--- src/rtl/mux_4to1_80bit_arb.sv ---
// Round-robin arbiter steering an external 4:1 mux, with a valid/ready
// output register that captures the selected mux word.
module mux_4to1_80bit_arb #(
  parameter int WIDTH = 80
) (
  input  logic             Clock,
  input  logic             Reset_n,
  input  logic [3:0]       Req,
  output logic [3:0]       Grant,
  output logic [1:0]       Select,
  input  logic [WIDTH-1:0] MuxData,
  output logic [WIDTH-1:0] OutData,
  output logic             OutValid,
  input  logic             OutReady
);

  logic [1:0] last;
  logic [1:0] winner;
  logic [1:0] idx;
  logic       any_req;
  logic       load;
  logic       take;

  // Rotating priority: scan last+1 .. last+4; with no request the
  // winner stays at last so the mux select does not move.
  always_comb begin
    winner  = last;
    any_req = 1'b0;
    idx     = last;
    for (int k = 1; k < 5; k++) begin
      idx = last + 2'(k);
      if (!any_req && Req[idx]) begin
        winner  = idx;
        any_req = 1'b1;
      end
    end
  end

  assign load = ~OutValid | OutReady;
  assign take = any_req & load;

  // Outputs are forced to their idle values while reset is held so a
  // source never sees a grant during reset.
  assign Grant  = (take && Reset_n) ? (4'b0001 << winner) : 4'b0000;
  assign Select = Reset_n ? winner : 2'b11;

  always_ff @(posedge Clock or negedge Reset_n) begin
    if (!Reset_n) begin
      last     <= 2'b11;
      OutValid <= 1'b0;
      OutData  <= '0;
    end else if (take) begin
      last     <= winner;
      OutValid <= 1'b1;
      OutData  <= MuxData;
    end else if (OutReady) begin
      OutValid <= 1'b0;
    end
  end

endmodule

--- config.mk ---
export PLATFORM = sky130hd
export DESIGN_NAME = mux_4to1_80bit_arb
export DESIGN_NICKNAME = d
export VERILOG_FILES = /design/src/rtl/mux_4to1_80bit_arb.sv
export SDC_FILE = /design/constraint.sdc
export NUM_CORES = 1
export LEC_CHECK = 0
export CORE_ASPECT_RATIO = 0.7
export CORE_MARGIN = 1
export CORE_UTILIZATION = 42
export DETAILED_ROUTE_END_ITERATION = 16
export MAX_ROUTING_LAYER = met4
export PLACE_DENSITY = 0.85
export SYNTH_ARGS = -nofsm -noshare
export SYNTH_HDL_FRONTEND = slang
export SYNTH_SLANG_ARGS = --single-unit
export TNS_END_PERCENT = 20
--- constraint.sdc ---
create_clock -name Clock -period 2.55 [get_ports Clock]
set_input_delay 0.255 -clock Clock [delete_from_list [all_inputs] [get_ports Clock]]
set_output_delay 0.255 -clock Clock [all_outputs]
set_load 0.05 [all_outputs]
# Word level (Yosys, flattened, before mapping)
# Cells that the tools add are included.
# classes
addsub,3
n_mul,0
div_mod_pow,0
order_cmp,4
n_eq_ne,0
n_shift,1
muxes,20
bitwise_logic,3
n_reduce_logical,8
# op_table
cell,n
"less-than comparator 2 x 3 -> 1 bit, second input constant",4
two-way mux 1 bit,10
two-way mux 2 bit,5
binary-select mux 1 bit (select 2 bit),4
"adder 2 bit, second input constant",2
logical AND 1 bit,4
two-way mux 4 bit,1
"<< shifter 1 x 2 -> 4 bit, first input constant",1
zero test 1 bit,3
"adder 2 x 1 -> 2 bit, second input constant",1
nonzero test 2 bit,1
bitwise AND 1 bit,1
inverter 1 bit,1
OR 1 bit,1
# word_totals
ff_bits,83
latch_bits,0
ramBits,0
rom_bits,0
in_bits,87
out_inout_bits,87
wordCells,42
mem_count,0

# Logic depth before layout (Yosys ltp)
# logic_depth
word_depth,16
depth_mapped,6
depth_no_buf,4

# Least setup slack after synthesis
# OpenSTA, ideal clock, no wires.
# synth_path
path_type,flip-flop to output port
startpoint,register last[0]
endpoint,output port Grant[2]
arrival_time_ns,2.311
required_ns,2.295
slack_ns,-0.016
stages_incl_launch_ff,5
n_path_buf,0
path_cell_list,dfstp_2 > or2b_2 > o21ai_0 > a221oi_2 > nor3b_1
# synth_via
elab_chain_cells,16
elab_cells_between_ends,29
classes_between,add/sub: 3; shift: 1; mux: 17; bitwise: 1; reduce/logical: 7
# synth_rtl
item,line,rtl
start: declaration,17,logic [1:0] last;
start signal: assignment,53,last <= winner;
adder 2 x 1 -> 2 bit,31,idx = last + 2'(k);
binary-select mux 1 bit (select 2 bit),32,if (!any_req && Req[idx]) begin
two-way mux 1 bit (not written as such),32,
two-way mux 1 bit,32,
zero test 1 bit,32,
logical AND 1 bit,32,
two-way mux 1 bit,32,
zero test 1 bit,32,
logical AND 1 bit,32,
two-way mux 1 bit,32,
zero test 1 bit,32,
logical AND 1 bit,32,
two-way mux 1 bit,32,
bitwise AND 1 bit,40,assign take = any_req & load;
logical AND 1 bit,44,assign Grant = (take && Reset_n) ? (4'b0001 << winner) : 4'b0000;
two-way mux 4 bit (*),44,
end: declaration,9,"output logic [3:0] Grant,"
# Every way passes the cells marked *; elsewhere a longest branch is shown, timed or not. The select of a mux whose other input is x is not followed.

# Final worst setup path
# layout_path
startpoint,input port Req[3]
endpoint,output port Grant[3]
# layout_via
elab_chain_cells,15
elab_cells_between_ends,26
classes_between,shift: 1; mux: 17; bitwise: 1; reduce/logical: 7
# layout_rtl
item,line,rtl
start: declaration,8,"input logic [3:0] Req,"
binary-select mux 1 bit (select 2 bit),32,
two-way mux 1 bit (not written as such),32,
two-way mux 1 bit,32,
zero test 1 bit,32,
logical AND 1 bit,32,
two-way mux 1 bit,32,
zero test 1 bit,32,
logical AND 1 bit,32,
two-way mux 1 bit,32,
zero test 1 bit,32,
logical AND 1 bit,32,
two-way mux 1 bit,32,
bitwise AND 1 bit,40,
logical AND 1 bit,44,
two-way mux 4 bit (*),44,
# Marked as above.

==> results.md <==
- TritonCTS clock tree: built
- Crit path required time: around 2.3 ns
- Clock sink count: 83
- Number of nets with antenna violations after detailed routing: 0
- Die area: a little over 8000 um^2
- Routed via count divided by cell count: between 4 and 5
- Layout area overhead: 64.47%
- Top achievable clock speed: ~430 MHz
- Synth Flop Type: sky130_fd_sc_hd__dfrtp_1
- Routed wire length per instance: 13.59 um
- Capturing element type of the critical path: output pin
- Number of detailed-route iterations in the first pass: 4
- Family of cells with the greatest summed delay on the critical path: buffers and inverters
- Result of the run: complete, no violations
- H-tree Lvls: 3
- Kind of start point of the critical path: input pin
- Top cell type by total area after synthesis: sky130_fd_sc_hd__dfrtp_1
- Path category of the worst min-delay check: input pin to async pin
- Chip width: about 110 um
- Detailed Route WL: around 8800 um
- Data arrival time at the worst-slack endpoint: 2.05 ns
- Compound-Gate Fraction of Synth Area: 2.475%
- Cell breakdown of the critical path: clkdlybuf4s50_1 > or2b_2 > o211ai_1 > o21ai_1 > nor3_1 > buf_12
- Leak Pwr: 0.002628 uW
- Vertical die dimension: 76 um
- Post-layout instance area: 5404 um^2
- Final clock period utilization by the worst path: about nine tenths
- Row count: 26
- Yosys cell types: 23
- Initial core utilization: 44.30%
- Detailed Route Iter0 Violations: ~150
- Initial antenna violation count: 0
- Number of setup violations in the final report: 0
- Endpoints failing hold: 0
- Total clock buffers created by CTS: 9
- Synth top cells by count: sky130_fd_sc_hd__nand2_1, sky130_fd_sc_hd__dfrtp_1, sky130_fd_sc_hd__buf_6, sky130_fd_sc_hd__clkbuf_1, sky130_fd_sc_hd__o21ai_0
- Post-Synth Simple-Gate Area: between 30% and 40%
- Reg-to-reg slack, setup: 0.92 ns
- Global placer's final weighted congestion: between 0.8 and 0.9
- Post-CTS Setup Repair Bufs: 0
- CP peak stage delay: between 0.5 and 0.6 ns
- Cell area power density: ~730 nW/um^2
- Post-synthesis share of cell area spent on xor and xnor gates: 0%
- Mux cell area share after synthesis: 0%
- Antenna fix cells: 0
- Clk buf depth: 2
- Top fanout value on the critical path: 6
- RSZ-0062 raised after global routing: false
- Relative slew margins: a little under half
- Vias in the first global route: ~3,000
- Post-synthesis share of cell area spent on full adders, half adders and majority gates: 0%
- Clock transition time at the flip-flop clock pins of the worst setup and hold paths: roughly 0.080 ns
- Number of buffers and inverters on the critical path: 2
- Detail Placement HPWL: approximately 6400 um
- Clock root buffer master: sky130_fd_sc_hd__clkbuf_8
- Max-Cap Viols: 0
- Vias after detailed routing: 2,988
- Min Clock Period, post-route: between 2 and 2.5 ns
- Filler Cells Inserted: ~570
- Sequential element share of the synthesized area: a little over three fifths
- Pins over their slew limit: 0
- Post-synth top area share: 61.69%
- Synthesized area per cell: ~8.9 um^2
- Wire length of the first global-routing pass: ~15,000 um
- CP max-delay cell: sky130_fd_sc_hd__clkdlybuf4s50_1
- Placeable Area: ~7400 um^2
- Fin Clk Skew: roughly 0.008 ns
- Syn Nets: between 400 and 500
- Clk_lat worst skew: between 0.3 and 0.4 ns
- Cells taking the most area after synthesis: sky130_fd_sc_hd__dfrtp_1, sky130_fd_sc_hd__nand2_1, sky130_fd_sc_hd__buf_6
- Most instantiated library cell after synthesis: sky130_fd_sc_hd__nand2_1
- Placed Instance Area: between 5000 and 6000 um^2
- Total DRC errors in the routed layout: 0
- Total overflow reported by the global router: 0
- Layout Nets: roughly 630
- Maximum resistive drop on vdd: ~0.43 mV
- Share of the core filled with cells: ~73%
- Count of buffers from port buffering: around 170
- Start-to-end type of the worst setup path: input pin to output pin
- Setup_tns: 0 ns
- Number of cells produced by synthesis: ~370
- Area of the mapped netlist: 3286 um^2
- Worst slew pin tran: around 0.81 ns
- FF+latch count, synth: 83
- Top-level port count: approximately 170
- Fraction of layout instances using a drive strength above 1: 6.727%
- Largest net degree at the start of global routing: between 80 and 90
- Number of enable flip-flop cells after synthesis: 0
- Total routing usage reported by global routing: a little under a quarter
- Share of flip-flops with an asynchronous set or reset after synthesis: between 90% and 100%
- Dominant combinational cell family by area after synthesis: simple AND/OR/NAND/NOR gates
- Number of warnings issued by yosys: 0
[area by class of cell]
class                   count  area (um^2)  share of cell area, %
clock buffers              11        131.4                  2.431
clock inverters             5        77.57                  1.436
inverters                   2        7.507                 0.1389
multi-input cells         267         1101                  20.38
flip-flops and latches     83         2079                  38.48
well taps                  98        122.6                  2.269
repair buffers            182         1884                  34.87
[final timing paths]
path,from,endpoint,depth (start not counted)
min in group Clock,MuxData[78],OutData[78]$_DFFE_PN0P_,3
min,Reset_n,OutData[40]$_DFFE_PN0P_,2
min reg2reg,OutData[46]$_DFFE_PN0P_,OutData[46]$_DFFE_PN0P_,2
max,Req[3],Grant[3],6
max in group asynchronous,Reset_n,OutData[75]$_DFFE_PN0P_,4
max reg2reg,OutValid$_DFFE_PN0P_,OutData[18]$_DFFE_PN0P_,4
[metal layers]
metal / GRT usage, % / wire [um] / vias up / share of wire [%]
met5: - / 0 / - / 0
met4: 6.712 / 86 / 0 / 0.98
met3: 7.613 / 704 / 8 / 8.0
met2: 37.63 / 4158 / 123 / 47
met1: 29.92 / 3855 / 1387 / 44
li1: - / - / 1470 / -
[power breakdown]
| part | switching, uW | internal (uW) |
|---|---|---|
| Combinational | 856 | 505 |
| Clock | 453 | 550 |
| Sequential | 89.7 | 1470 |
| Total | 1400 | 2530 |
[kinds of logic after synthesis]
| kind of cell | after synthesis |
|---|---|
| buf+inv | 19 |
| flops | 83 |
| compound gates | 12 |
| simple gates | 255 |
[flip-flops by register name (all words and copies together), names as in the netlist]
signal,flops
OutData,80
last,2
OutValid,1
[through the flow]
step	setup WS, ns	total power, uW	cells	hold slack [ns]
after global placement	0.1812	2918	631	0.06976
after floorplan	0.05132	2356	369	-0.04059
final	0.2500	3925	648	0.2777
after global routing	0.04811	4119	648	0.2713
after CTS	0.06577	3959	648	0.2540
after detailed placement	0.1112	2946	631	0.07592
[cell usage in the layout (no fill, tap or decap), types with 2 or more instances in the layout]
| cell | count |
|---|---|
| sky130_fd_sc_hd__o21ai_1 | 2 |
| sky130_fd_sc_hd__bufinv_16 | 2 |
| sky130_fd_sc_hd__clkbuf_1 | 2 |
| sky130_fd_sc_hd__dfstp_2 | 2 |
| sky130_fd_sc_hd__dfrtp_1 | 81 |
| sky130_fd_sc_hd__clkbuf_8 | 9 |
| sky130_fd_sc_hd__nand2_1 | 246 |
| sky130_fd_sc_hd__buf_12 | 8 |
| sky130_fd_sc_hd__clkinv_2 | 2 |
| sky130_fd_sc_hd__a21oi_1 | 2 |
| sky130_fd_sc_hd__inv_1 | 2 |
| sky130_fd_sc_hd__o21ai_0 | 3 |
| sky130_fd_sc_hd__clkdlybuf4s50_1 | 166 |
| sky130_fd_sc_hd__buf_4 | 7 |
[timing repair]
item,in CTS,in global routing
resized for setup,0,3
hold buffers,1,0
setup endpoints to repair,0,3
hold endpoints to repair,2,0
No activity file was read; power rests on OpenSTA's default activity.
